**src/rtl/ps2_rx_fifo.sv**
```systemverilog
// PS/2 keyboard receiver: synchronises and oversamples the raw pins, decodes 11-bit
// frames, and queues good scan codes in a first-word-fall-through FIFO.
module ps2_rx_fifo #(
    parameter int FIFO_DEPTH  = 8,
    parameter int SYNC_STAGES = 2,
    parameter int TIMEOUT_CYC = 100000,
    localparam int CW = $clog2(FIFO_DEPTH + 1)
) (
    input  logic          Clock,
    input  logic          Reset,
    input  logic          iPS2_Clk,
    input  logic          iPS2_Data,
    output logic [7:0]    oData,
    output logic          oValid,
    input  logic          iReady,
    output logic [CW-1:0] oCount,
    output logic          oParity_Err,
    output logic          oFrame_Err,
    output logic          oOverflow
);
    localparam int PW = $clog2(FIFO_DEPTH);
    localparam int TW = $clog2(TIMEOUT_CYC);
    localparam logic [TW-1:0] TMO_LAST = TW'(TIMEOUT_CYC - 1);

    // Receiver handshake: the consumer takes oData on any rising edge with
    // oValid & iReady; oValid never drops without such a pop.

    typedef enum logic [1:0] {
        S_IDLE   = 2'd0,
        S_DATA   = 2'd1,
        S_PARITY = 2'd2,
        S_STOP   = 2'd3
    } state_e;

    state_e                 state_q, state_d;
    logic [SYNC_STAGES-1:0] clk_sync_q, data_sync_q;
    logic                   clk_prev_q;
    logic [2:0]             bitcnt_q, bitcnt_d;
    logic [7:0]             shift_q, shift_d;
    logic                   par_bad_q, par_bad_d;
    logic [TW-1:0]          tmo_q, tmo_d;
    logic                   perr_q, ferr_q, ovf_q;

    logic                   sync_clk, sync_data, fall;
    logic                   push, perr_evt, ferr_evt;

    logic [7:0]             mem [FIFO_DEPTH];
    logic [PW-1:0]          wr_ptr_q, rd_ptr_q, rd_next;
    logic [CW-1:0]          count_q, count_d;
    logic [7:0]             data_q, data_d;
    logic                   full, pop, push_ok, ovf_evt;

    assign sync_clk  = clk_sync_q[SYNC_STAGES-1];
    assign sync_data = data_sync_q[SYNC_STAGES-1];
    assign fall      = clk_prev_q & ~sync_clk;

    always_ff @(posedge Clock) begin
        if (!Reset) begin
            clk_sync_q  <= '1;
            data_sync_q <= '1;
            clk_prev_q  <= 1'b1;
        end else begin
            clk_sync_q  <= {clk_sync_q[SYNC_STAGES-2:0], iPS2_Clk};
            data_sync_q <= {data_sync_q[SYNC_STAGES-2:0], iPS2_Data};
            clk_prev_q  <= sync_clk;
        end
    end

    always_comb begin
        state_d   = state_q;
        bitcnt_d  = bitcnt_q;
        shift_d   = shift_q;
        par_bad_d = par_bad_q;
        tmo_d     = (state_q == S_IDLE) ? '0 : tmo_q + TW'(1);
        push      = 1'b0;
        perr_evt  = 1'b0;
        ferr_evt  = 1'b0;
        if (fall) begin
            tmo_d = '0;
            case (state_q)
                S_IDLE: begin
                    if (!sync_data) begin
                        state_d  = S_DATA;
                        bitcnt_d = '0;
                    end
                end
                S_DATA: begin
                    shift_d  = {sync_data, shift_q[7:1]};
                    bitcnt_d = bitcnt_q + 3'd1;
                    if (bitcnt_q == 3'd7) state_d = S_PARITY;
                end
                S_PARITY: begin
                    par_bad_d = ~(^{shift_q, sync_data});
                    state_d   = S_STOP;
                end
                S_STOP: begin
                    // A bad stop bit outranks a parity error: one pulse per frame.
                    if (!sync_data)    ferr_evt = 1'b1;
                    else if (par_bad_q) perr_evt = 1'b1;
                    else               push     = 1'b1;
                    state_d = S_IDLE;
                end
                default: state_d = S_IDLE;
            endcase
        end else if (state_q != S_IDLE && tmo_q == TMO_LAST) begin
            ferr_evt = 1'b1;
            state_d  = S_IDLE;
            shift_d  = '0;
            tmo_d    = '0;
        end
    end

    always_ff @(posedge Clock) begin
        if (!Reset) begin
            state_q   <= S_IDLE;
            bitcnt_q  <= '0;
            shift_q   <= '0;
            par_bad_q <= 1'b0;
            tmo_q     <= '0;
        end else begin
            state_q   <= state_d;
            bitcnt_q  <= bitcnt_d;
            shift_q   <= shift_d;
            par_bad_q <= par_bad_d;
            tmo_q     <= tmo_d;
        end
    end

    assign full    = (count_q == CW'(FIFO_DEPTH));
    assign pop     = (count_q != '0) & iReady;
    assign push_ok = push & (~full | pop);
    assign ovf_evt = push & full & ~pop;
    assign rd_next = rd_ptr_q + PW'(1);

    always_comb begin
        count_d = count_q;
        if (push_ok && !pop)      count_d = count_q + CW'(1);
        else if (pop && !push_ok) count_d = count_q - CW'(1);
    end

    // Head register: refilled from storage on pop, or from the incoming byte
    // when that byte lands in an empty (or just-emptied) FIFO.
    always_comb begin
        data_d = data_q;
        if (pop) begin
            if (count_q > CW'(1)) data_d = mem[rd_next];
            else if (push_ok)     data_d = shift_q;
        end else if (count_q == '0 && push_ok) begin
            data_d = shift_q;
        end
    end

    always_ff @(posedge Clock) begin
        if (Reset && push_ok) mem[wr_ptr_q] <= shift_q;
    end

    always_ff @(posedge Clock) begin
        if (!Reset) begin
            wr_ptr_q <= '0;
            rd_ptr_q <= '0;
            count_q  <= '0;
            data_q   <= '0;
            perr_q   <= 1'b0;
            ferr_q   <= 1'b0;
            ovf_q    <= 1'b0;
        end else begin
            if (push_ok) wr_ptr_q <= wr_ptr_q + PW'(1);
            if (pop)     rd_ptr_q <= rd_next;
            count_q <= count_d;
            data_q  <= data_d;
            perr_q  <= perr_evt;
            ferr_q  <= ferr_evt;
            ovf_q   <= ovf_evt;
        end
    end

    assign oData       = data_q;
    assign oValid      = (count_q != '0);
    assign oCount      = count_q;
    assign oParity_Err = perr_q;
    assign oFrame_Err  = ferr_q;
    assign oOverflow   = ovf_q;

endmodule

```
**config.mk**
```make
export PLATFORM = sky130hd
export DESIGN_NAME = ps2_rx_fifo
export DESIGN_NICKNAME = d
export VERILOG_FILES = /design/src/rtl/ps2_rx_fifo.sv
export SDC_FILE = /design/constraint.sdc
export NUM_CORES = 1
export LEC_CHECK = 0
export ABC_AREA = 1
export BUFFER_PORTS_ARGS = -buffer_cell sky130_fd_sc_hd__buf_2
export CORE_MARGIN = 1
export CORE_UTILIZATION = 27
export DETAILED_ROUTE_END_ITERATION = 16
export MAX_ROUTING_LAYER = met4
export PLACE_DENSITY = 0.45
export SYNTH_ARGS = -nofsm -noshare
export SYNTH_HDL_FRONTEND = slang
export SYNTH_SLANG_ARGS = --single-unit
```
**constraint.sdc**
```tcl
create_clock -name Clock -period 2.1 [get_ports Clock]
set_input_delay 0.21 -clock Clock [delete_from_list [all_inputs] [get_ports Clock]]
set_output_delay 0.21 -clock Clock [all_outputs]
set_load 0.01 [all_outputs]
```
==> summary by stage, run 1 <==
Run status
The flow ran to the end, and the final reports show no timing, DRC or antenna violations.

Yosys
The number of nets in the synthesized netlist is 660. The warning count from the yosys run is 0. The number of instances in the synthesized netlist is 641. The synthesized netlist occupies a cell area of approximately 5600 µm². The register bit count reported by yosys is 121.

The number of enable flip-flop cells after synthesis is 64. Each instance of the synthesized netlist takes up on average 8.74 µm². The most used flip-flop cell after synthesis is edfxtp_1.

Counting flops with an async set or reset pin after synthesis yields a share of 0. The distinct cell type count of the synthesized netlist is 40. Of the synthesized area, sequential elements account for 0.547.

Timing
The final-report max-slew violation count is 0. After routing, the total negative slack on setup checks comes to 0 ns. Setup repair after global routing left no endpoint under its margin.

The headroom to the max-slew limit is 0.601. For this run, the top clock speed supported by timing is between 500 and 600 MHz. The final critical-path required period is roughly 1.9 ns. Across all setup checks in the final design, the least slack found is 0.196 ns. The number of hold-slack violations in the final timing report was 0. Setup violations remaining at the end of the flow were counted as 0. In the finished design, the share of the clock period the worst path needs comes to 0.907. For the pin with the worst max-slew slack, the measured transition is just under 0.6 ns. On the final layout, the worst clock skew is slightly above 0.008 ns. Hold is met by about 0.18 ns.

Die
In this run the standard cell core region covers about 20000 µm². The die is between 100 and 150 µm wide. The die covers roughly 21000 µm². In this run the count of I/O pins placed on the die edge is 21. The vertical extent of the die is about 150 µm. The number of rows created at floorplan is 52. For this configuration, the core starts out at a cell density of 0.276.

Placement
Input and output buffers added on the ports amount to 20. Summing all placed instances gives a cell area of just over 6000 µm². The global placer's final weighted congestion is around 0.78. The wire-length estimate of the detail-placed layout is between 9000 and 10000 µm. Timing analysis after detailed placement gives a worst setup slack of 0.109 ns.

Routing
The detail route stage leaves a number of antenna-violating nets equal to 0. Dividing the detail-routed wire length by the instance count gives between 10 and 15 µm. For this block, the via count after detailed routing is around 4300. The first-pass detailed-route iteration total is 7. The starting DRC count in detailed routing is between 150 and 200. After detailed routing, the number of vias per cell comes to between 4 and 5. The final wirelength is 13300 µm. The total DRC errors in the routed layout is 0.

Final layout
With fillers left out, the area of the finished cells amounts to 6740 µm². The area growth from synthesis to layout is 20.2%. After filler insertion, the fill cell instance count of the layout stands at 2131. The final layout contains around 700 nets. The number of diodes is 0.

In the final layout, the share of cells above drive strength 1 is 0.168. The multi-input combinational cells in the finished layout cover a total of ~2200 µm². Summing all flip-flop and latch instances after layout gives around 3100 µm².

Power
The internal power of the cells totals about 5.3 mW. The sequential group share of total power is 0.333. The areal power density over the cells is 1220 nW/µm².

The part of the power in combinational logic is 0.315. The largest voltage drop on the vdd net is 637 µV. Of the total power, the share spent switching nets is 0.350. The cell leakage power is between 2 and 3 nW. Summed over all nets, the switching power comes to 2.87 mW. The share of total power in the clock network is 0.352.

Critical path
Of all nets on the critical path, the largest fanout is 6. At the worst endpoint, the arrival time is 2.20 ns. STA classifies the critical path endpoint as a register. The setup path with the least slack is of type register to register.

At the worst endpoint, the required time is 2.39 ns. The origin of the critical flop-to-flop path is oCount[1]$_SDFFE_PN0P_. The most critical setup path has its startpoint at oCount[1]$_SDFFE_PN0P_. STA classifies the critical path startpoint as a register.

Hold path
The type of the most critical hold path is primary input to register. The worst hold path begins at iReady.

Flow run
The max-capacitance violation count is 0.

Clocking
The later pin in the worst-skew pair is clocked with a latency of 0.41 ns. The H-tree depth reported by CTS is 4. The number of buffers created by CTS is 17. The number of setup buffers added after CTS is 0. The clock passes through at most 2 buffers.

The clock root buffer master is clkbuf_16. The clock input transition at the sequential cells of the worst setup and hold paths is roughly 0.050 ns. The total number of clock tree sinks is around 120.

The CTS tree is done.

Global route
Entering global routing, the biggest net connects 35 pins. The remaining global-route overflow is 0. The global-route wire length before repair is around 22000 µm. The overall track demand over capacity in global routing is 0.136. The via count of the first global-routing pass is approximately 4200. The initial antenna violation count was 0.
[state kept, by name (all words and copies together), names as in the netlist, 2 cells and up]
signal and count:
mem 64, tmo_q 17, oData 8, shift_q 8, oCount 4, bitcnt_q 3, rd_ptr_q 3, wr_ptr_q 3
clk_sync_q 2, data_sync_q 2, state_q 2
[area by class of cell]
class,count,share of cell area
Multi-Input combinational cell,431,0.321
Inverter,73,0.0414
Clock buffer,18,0.0637
Timing Repair Buffer,47,0.0457
Clock inverter,14,0.0232
Sequential cell,121,0.455
Tap cell,270,0.0502
[power by group through the flow]
stage | Clock (mW) | Combinational [mW] | Sequential, mW
final | 2.89 | 2.59 | 2.74
after global routing | 3.07 | 2.93 | 2.76
after CTS | 2.96 | 2.62 | 2.74
after detailed placement | 0 | 2.60 | 2.79
after global placement | 0 | 2.58 | 2.78
after floorplan | 0 | 1.81 | 2.83
[per-layer routing]
metal / part of all wire / routed length, µm / track usage
met1: 0.45 / 5990 / 0.162
met2: 0.49 / 6560 / 0.225
met3: 0.042 / 560 / 0.0328
met4: 0.014 / 180 / 0.0484
met5: 0 / 0 / -
[stage by stage]
stage	instances	power [mW]	util
2_1_floorplan	641	4.64	-
3_3_place_gp	940	5.37	0.301
3_5_place_dp	940	5.40	0.301
4_1_cts	974	8.32	0.331
5_1_grt	974	8.76	0.332
6_report	974	8.21	0.332
[final timing paths]
check	to	slack (ns)	cells past startpoint
worst max-delay path	oCount[3]$_SDFFE_PN0P_	0.20	10
worst min-delay path	rd_ptr_q[0]$_SDFFE_PN0N_	0.18	3
worst max register to register	oCount[3]$_SDFFE_PN0P_	0.20	10
worst min register to register	clk_sync_q[1]$_SDFF_PN1_	0.42	1
[cells by family after synthesis]
group	Yosys count	share of synthesized area
simple gates	338	0.272
flops	121	0.547
buf+inv	89	0.0697
compound gates	70	0.0650
fa+ha+maj	14	0.0313
xor+xnor	9	0.0154
[synthesized netlist by cell type, types with 6 or more instances]
cell type  instances  share of area
nor3_1            13          0.012
nor2_1            73          0.049
dfxtp_1           57           0.20
inv_2              6         0.0040
edfxtp_1          64           0.34
nand2_1          163           0.11
inv_1             63          0.042
a21oi_1           30          0.027
nand2_2            9          0.010
ha_1              14          0.031
o21ai_0           25          0.022
nand3_1           49          0.044
o21ai_1           10         0.0089
[what timing repair did]
action                     CTS  global route
setup endpoints to repair    0             2
gates resized for setup      0             5
hold buffers                 2             0
hold endpoints to repair     2             0
[placed cells by master (no fill, tap or decap), drive strengths merged, types with 5 or more instances in the layout]
cell / n
nand2: 174
nor2: 82
inv: 71
edfxtp: 64
dfxtp: 57
nand3: 50
buf: 45
o21ai: 35
a21oi: 31
clkbuf: 18
nor3: 15
ha: 14
clkinv: 12
or2: 6
xor2: 5
[worst max-delay path, cell delays in order (launching register included)]
cell and delay [ns]:
dfxtp_1 0.39, inv_1 0.10, ha_2 0.20, nand2_1 0.13, nand2_2 0.12, inv_1 0.10, ha_2 0.31, a21oi_1 0.11
o21ai_0 0.11, o21ai_0 0.17, a21oi_1 0.06
Note: power is estimated with default switching activity, not from simulation.
==> run 2: changes to the inputs <==
--- a/config.mk
+++ b/config.mk
@@ -11,7 +11,7 @@
 export CORE_UTILIZATION = 27
 export DETAILED_ROUTE_END_ITERATION = 16
 export MAX_ROUTING_LAYER = met4
-export PLACE_DENSITY = 0.45
+export PLACE_DENSITY = 0.43
 export SYNTH_ARGS = -nofsm -noshare
 export SYNTH_HDL_FRONTEND = slang
 export SYNTH_SLANG_ARGS = --single-unit
==> constraint.sdc (replaced) <==
create_clock -name Clock -period 2 [get_ports Clock]
set_input_delay 0.2 -clock Clock [delete_from_list [all_inputs] [get_ports Clock]]
set_output_delay 0.2 -clock Clock [all_outputs]
set_load 0.01 [all_outputs]
==> summary by stage, run 2 (synthesized netlist as in run 1, its figures left out) <==
Run status
The run finished with clean final reports.

Routing
After detailed routing, the average wire length per cell comes to between 10 and 15 µm. The routed design has 13500 µm of wire. The first-pass detailed-route iteration total is 4. For this block, the via count after detailed routing is 4303. Detailed routing placed a total of 6720 µm of wire on met2. After detailed routing, the met3 layer carries 583 µm of wire. In the routed layout, each cell is associated on average with a via count of between 4 and 5. The highest routed metal layer is met4.

For this run, design rule violations remaining after detail routing come to 0. The count of nets left with antenna violations once routing finished came out at 0. The starting DRC count in detailed routing is 279. The met1 wire length is ~6000 µm.

Final layout
For this run, the post-layout net count is roughly 700. The register with the most flip-flops in the layout has 64 of them. The filler cell count in the final layout is between 2000 and 2500.

From synthesis to final layout, the design area changed by 21.9%. The share of cells above drive strength 1 is 0.185. The largest registers in the layout are mem x64, tmo_q x17. In the layout the commonest cells are nand2_1 (162), nor2_1 (73), edfxtp_1 (64). The finished cells cover 6830 µm². The storage element area is 3060 µm².

The area taken by multi-input logic gates is around 2200 µm². The number of antenna diodes in the final layout is 0. The top register by number of flip-flops is mem. The most common cell after layout, fill and taps aside is nand2_1.

Global route
The global-route wire length before repair is around 23000 µm. The initial antenna violation count is 0. The overall track demand over capacity in global routing is 0.142. The remaining global-route overflow is 0. Entering global routing, the biggest net connects 35 pins.

The via count of the first global-routing pass is between 4000 and 5000.

Clocking
The CTS tree is done. The number of buffers on the longest clock path is 2. Clock-pin slew was measured on the worst setup and hold paths at 0.05 ns. The cell sitting at the root of the clock tree is a clkbuf_16. The total number of clock tree sinks is roughly 120.

The H-tree depth reported by CTS is 4. Counting the buffers created by CTS gives 17. The insertion delay of the later-clocked pin in the worst-skew pair is 0.42 ns.

Placement
The global placer's final weighted congestion is between 0.8 and 0.9. The count of input and output buffers is 20. The area of placed instances is ~6200 µm².

The post-detailed-placement half-perimeter wirelength is roughly 9300 µm.

Power
VDD sags by at most around 600 µV. The analysis attributes to cell leakage a power of approximately 2.7 nW. Dividing total power by cell area gives a power density of approximately 1300 nW/µm².

Timing
The setup TNS is 0 ns. Setup violations remaining at the end of the flow were counted as 0. The peak clock frequency supported by timing is about 550 MHz. The final-report max-slew violation count came to 0.

The setup skew after layout is between 0.015 and 0.02 ns. Setup repair after global routing left no endpoint under its margin. The number of hold-slack violations in the final timing report is 0. The post-route worst hold slack is 0.236 ns. The post-route fraction of the period consumed by the critical path is 0.913. The actual transition at the worst max-transition pin is around 0.51 ns. The worst pin sits at a relative slew slack of 0.654. The final critical-path required period is 1.83 ns.

Die
The die covers between 20000 and 25000 µm². After floorplanning, the core was divided into between 50 and 60 placement rows. For this configuration, the core starts out at a cell density of 0.276. From left edge to right edge, the die measures around 150 µm.

The count of boundary I/O pins is 21. The die is ~150 µm tall. The core footprint is a little over 20000 µm².

Critical path
The critical path goes through inv_1, ha_2, nand4_2, nand2_4, ha_2, a21oi_1, o21ai_0, o21ai_0, a21oi_1. The slowest stage of the critical path belongs to the cell dfxtp_2. For this run, the slowest stage of the critical path takes around 0.34 ns. The startpoint kind of the worst setup timing path is a register.

The type of destination of the critical path is a register. The category of the most critical setup path is register to register. The critical path data required time is about 2.3 ns.

The highest net fanout along the worst path is 7. For flop-to-flop paths, the worst setup slack is 0.17 ns. The arrival time of data at the critical path endpoint is ~2.1 ns.

Hold path
The type of the most critical hold path is primary input to register.

Flow run
The tool flagged a number of max-cap violations equal to 0.
run 2: cell types whose count changed in the layout (fill, tap and decap cells not counted), sizes merged:
cell	delta
inv	+2
bufinv	-1
clkbuf	+2
buf	+6
clkinv	-5
clkinvlp	+2
run 2: final timing paths:
path,from,cells after the start,endpoint
min reg2reg,clk_sync_q[0]$_SDFF_PN1_,1,clk_sync_q[1]$_SDFF_PN1_
min,Reset,3,clk_prev_q$_SDFF_PN1_
max,oCount[1]$_SDFFE_PN0P_,9,oCount[3]$_SDFFE_PN0P_
max reg2reg,oCount[1]$_SDFFE_PN0P_,9,oCount[3]$_SDFFE_PN0P_
run 2: stage by stage:
| step | worst slack [ns] | cells | power (mW) | utilization |
|---|---|---|---|---|
| after global placement | 0.0834 | 945 | 5.69 | 0.303 |
| final | 0.174 | 980 | 8.78 | 0.336 |
| after CTS | 0.0669 | 979 | 8.88 | 0.335 |
| after detailed placement | 0.0760 | 945 | 5.71 | 0.303 |
| after global routing | 0.0263 | 980 | 9.41 | 0.336 |
| after floorplan | -0.207 | 641 | 4.87 | - |
run 2: per-layer routing:
metal | vias up | GRT usage
met2 | 66 | 0.240
met4 | 0 | 0.0375
met5 | - | -
met3 | 7 | 0.0447
li1 | 2200 | -
met1 | 2030 | 0.164
run 2: report_power, final:
part	total (mW)	leakage [nW]	switching [mW]	internal [mW]
Clock	3.15	0.296	1.16	1.99
Combinational	2.76	1.35	1.81	0.946
Sequential	2.88	1.06	0.122	2.76
run 2: timing repair:
action	in CTS	in global routing
gates resized for setup	0	9
setup endpoints to repair	0	34
hold buffers	2	0
endpoints found under the hold margin	2	0
buffers inserted	0	1
run 2: cell type report:
class | count | area share
multi-input combinational | 431 | 0.319
clock buffer | 20 | 0.0700
sequential | 121 | 0.449
tap | 270 | 0.0495
clock inverter | 12 | 0.0203
timing repair buffer | 53 | 0.0517
inverter | 73 | 0.0409
run 2: worst max-delay path: cells and delay by family (launching register included):
kind	cells	cell delay, ns
simple gates	2	0.30
flops	1	0.34
buf+inv	1	0.09
compound gates	4	0.44
fa+ha+maj	2	0.55
==> run 3: changes to the inputs <==
--- a/config.mk
+++ b/config.mk
@@ -5,7 +5,6 @@
 export SDC_FILE = /design/constraint.sdc
 export NUM_CORES = 1
 export LEC_CHECK = 0
-export ABC_AREA = 1
 export BUFFER_PORTS_ARGS = -buffer_cell sky130_fd_sc_hd__buf_2
 export CORE_MARGIN = 1
 export CORE_UTILIZATION = 27
==> summary by stage, run 3 <==
Run status
The flow ran to the end, but the final reports show violations. The checks that failed: setup timing.

Placement
The global placer's final weighted congestion is roughly 0.77. The area of placed instances is around 6000 µm². The post-detailed-placement half-perimeter wirelength is approximately 7300 µm. Buffers placed on the I/O ports in this run total 20.

Critical path
The critical path data required time is 2.31 ns. Along the worst path, the maximum fanout reaches 4. The arrival time of data at the critical path endpoint is 2.35 ns. The setup path with the least slack is of type register to register. The type of destination of the critical path is a register. The length in cells of the worst reg-to-reg path is 10. The origin of the critical flop-to-flop path is oCount[0]$_SDFFE_PN0P_. The start point of the critical path is oCount[0]$_SDFFE_PN0P_. The startpoint kind of the worst setup timing path is a register. The flop-to-flop setup slack is -0.04 ns. The critical register-to-register path endpoint is oCount[3]$_SDFFE_PN0P_.

Hold path
The type of the most critical hold path is primary input to register. For hold timing, the worst endpoint is data_sync_q[1]$_SDFF_PN1_. The worst hold path passes through 3 cells. The worst hold path startpoint is Reset.

Routing
Routed signal wires occupy layers up through met4. The met2 routed wirelength is between 4000 and 5000 µm. The met1 wire length is about 5300 µm. The total via count after detailed routing is 3393. The total DRC errors in the routed layout is 0.

In the detailed route, the total length drawn on met3 is about 330 µm. The final antenna-violating net count is 0. The first-pass detailed-route iteration total is 5. The detail-routed net length per standard cell is roughly 14 µm. The number of vias per cell is approximately 4.4. The final wirelength is ~11000 µm. The starting DRC count in detailed routing is 184.

Yosys
The warning count from the yosys run is 0. Summed over all instances, the cell type with the most area after synthesis is edfxtp_1. edfxtp_1 is the most common cell in the netlist. By count the netlist is led by edfxtp_1 (64), dfxtp_1 (57), nand2_1 (44), mux2i_1 (34), nor2_1 (27). The number of nets handed over by synthesis was about 460. The average size of a mapped cell is between 10 and 15 µm². The flip-flop cell with the highest count after synthesis is edfxtp_1.

Yosys mapped a number of flops with a built-in enable equal to 64. In the post-synthesis netlist, the biggest area contributors are edfxtp_1 (37%), dfxtp_1 (22%), mux2i_1 (6.6%), ha_1 (3.4%), xnor2_1 (3.4%). Counting every instance in the synthesized netlist gives around 440.

The post-synthesis async set-or-reset flop share is 0. The mapped netlist covers 5180 µm². The register bit count reported by yosys is 121.

The sequential area share after synthesis is 0.591. The share of the synthesized area in the top cell type is 0.371. The distinct cell type count of the synthesized netlist is 46.

Final layout
The number of antenna diodes in the final layout is 0. The top register by number of flip-flops is mem. Compared with the post-synthesis result, the final layout area differs by 28.3%.

In the layout the commonest cells are edfxtp_1 (64), dfxtp_1 (55), buf_4 (47). The largest registers in the layout are mem x64, tmo_q x17. Summing all non-filler instances in the final layout gives an area of around 6700 µm².

The number of flip-flops under the largest register name is 64. The filler cells instantiated in the layout total around 1900. Leaving out fill and tap cells, the most frequent cell in the layout is edfxtp_1.

The net count of the finished layout is ~540. In the final layout, the share of cells above drive strength 1 is 0.242.

Timing
Setup repair after global routing could not meet its margin everywhere. The headroom to the max-slew limit is 0.681. For this run, the top clock speed supported by timing is around 500 MHz. Adding up every negative setup slack in the final design gives -0.0398 ns.

The setup skew after layout is 0.0101 ns. The final worst-path setup slack is -0.0398 ns. The worst path in the final design needs a cycle of between 2 and 2.5 ns, including I/O delays and setup. The final-report max-slew violation count was 0. The actual transition at the worst max-transition pin is 0.477 ns. Dividing the final minimum period by the clock period gives 1.02. The number of hold-slack violations in the final timing report is 0. Setup violations remaining at the end of the flow were counted as 1.

Global route
The initial antenna violation count came to 0. The first global-routing pass estimated ~18000 µm of wire. Entering global routing, the biggest net connects 34 pins.

For this run the aggregate overflow at the end of global routing stands at 0. Across every metal layer, demand over resource in global routing totals 0.121. The via count of the first global-routing pass is approximately 3400.

Die
The floorplan step set the die height to 141 µm. From left edge to right edge, the die measures approximately 140 µm. During I/O placement, the number of pins put on the boundary was 21. The core region is around 19000 µm². The floorplan step defined a die boundary enclosing between 15000 and 20000 µm². The number of rows created at floorplan is 50. For this configuration, the core starts out at a cell density of 0.276.

Power
The completed layout was analyzed and its total power is between 7 and 8 mW. For this design the static power due to leakage is between 2 and 2.5 nW. The areal power density over the cells is approximately 1200 nW/µm². The largest voltage drop on the vdd net is 583 µV.

Clocking
The H-tree was split into 4 levels. The tree is rooted in a clkbuf_16. TritonCTS built the clock tree. Counting the buffers created by CTS gives 17.

Counting along the longest clock path gives a buffer depth of 2. The later pin in the worst-skew pair is clocked with a latency of 0.41 ns. Clock-pin slew was measured on the worst setup and hold paths at ~0.060 ns. For this design, the sink count on the clock tree is 121.

Flow run
Across the run, the number of max-cap violations was 0.
-- run 3: changes by cell type after synthesis, moves of 22 or more --
cell / before / now
nor2_1: 73 / 27
mux2i_1: 0 / 34
a21oi_1: 30 / 5
inv_1: 63 / 10
nand3_1: 49 / 19
nand2_1: 163 / 44
and2_1: 0 / 22
-- run 3: cell families (layout without fill, tap and decap cells) --
family	Yosys count	after routing	share of synthesized area
simple gates	156	156	0.157
flops	121	121	0.591
compound gates	59	59	0.0763
mux	34	34	0.0656
xor+xnor	31	31	0.0524
buf+inv	29	117	0.0244
fa+ha+maj	14	14	0.0338
-- run 3: how the worst max path moves through the flow --
stage | to | slack [ns] | cells after the start
3_5_place_dp | oData[4]$_SDFFE_PN0P_ | -0.06 | 7
4_1_cts | oCount[3]$_SDFFE_PN0P_ | -0.03 | 10
2_1_floorplan | oCount[3]$_SDFFE_PN0P_ | -0.19 | 11
3_3_place_gp | oCount[3]$_SDFFE_PN0P_ | -0.008 | 10
5_1_grt | oCount[3]$_SDFFE_PN0P_ | -0.11 | 11
6_report | oCount[3]$_SDFFE_PN0P_ | -0.04 | 10
-- run 3: final cells by class --
type | instances | area, µm² | share of cell area
clock buffers | 20 | 447 | 0.0672
clock inverters | 12 | 103 | 0.0154
inverters | 10 | 45.0 | 0.00677
multi-input cells | 294 | 2130 | 0.320
flip-flops and latches | 121 | 3070 | 0.462
well taps | 234 | 293 | 0.0440
repair buffers | 75 | 567 | 0.0852
-- run 3: power breakdown --
| part | total (mW) | switching [mW] | internal (mW) |
|---|---|---|---|
| registers | 2.81 | 0.0772 | 2.74 |
| logic | 2.13 | 1.08 | 1.05 |
| clock network | 2.83 | 1.10 | 1.73 |
| total | 7.77 | 2.25 | 5.52 |
-- run 3: worst max-delay path, stage by stage, from the launching register on --
cell and delay (ns):
dfxtp_4 0.35, inv_4 0.03, ha_4 0.15, or3b_4 0.25, and2_4 0.17, inv_4 0.04
ha_4 0.16, or4_4 0.41, a21oi_2 0.16, xor2_1 0.07, and2_1 0.14
-- run 3: through the flow --
| stage | utilization | hold WS (ns) | setup slack (ns) | instances |
|---|---|---|---|---|
| 2_1_floorplan | - | 0.301 | -0.192 | 444 |
| 3_3_place_gp | 0.319 | 0.381 | -0.00775 | 726 |
| 3_5_place_dp | 0.319 | 0.388 | -0.0554 | 726 |
| 4_1_cts | 0.353 | 0.257 | -0.0307 | 764 |
| 5_1_grt | 0.354 | 0.276 | -0.113 | 766 |
| 6_report | 0.354 | 0.258 | -0.0398 | 766 |
-- run 3: metal layers --
metal | global-route usage | vias up
li1 | - | 1740
met1 | 0.151 | 1607
met2 | 0.186 | 40
met3 | 0.0394 | 6
met4 | 0.0378 | 0
met5 | - | -
-- run 3: repair_timing --
action / 4_1_cts / 5_1_grt
pin swaps: 3 / 7
buffers inserted: 4 / 2
endpoints found under the setup margin: 8 / 57
hold endpoints to repair: 2 / 0
resized for setup: 3 / 6
hold buffers: 2 / 0
cloned: 0 / 0
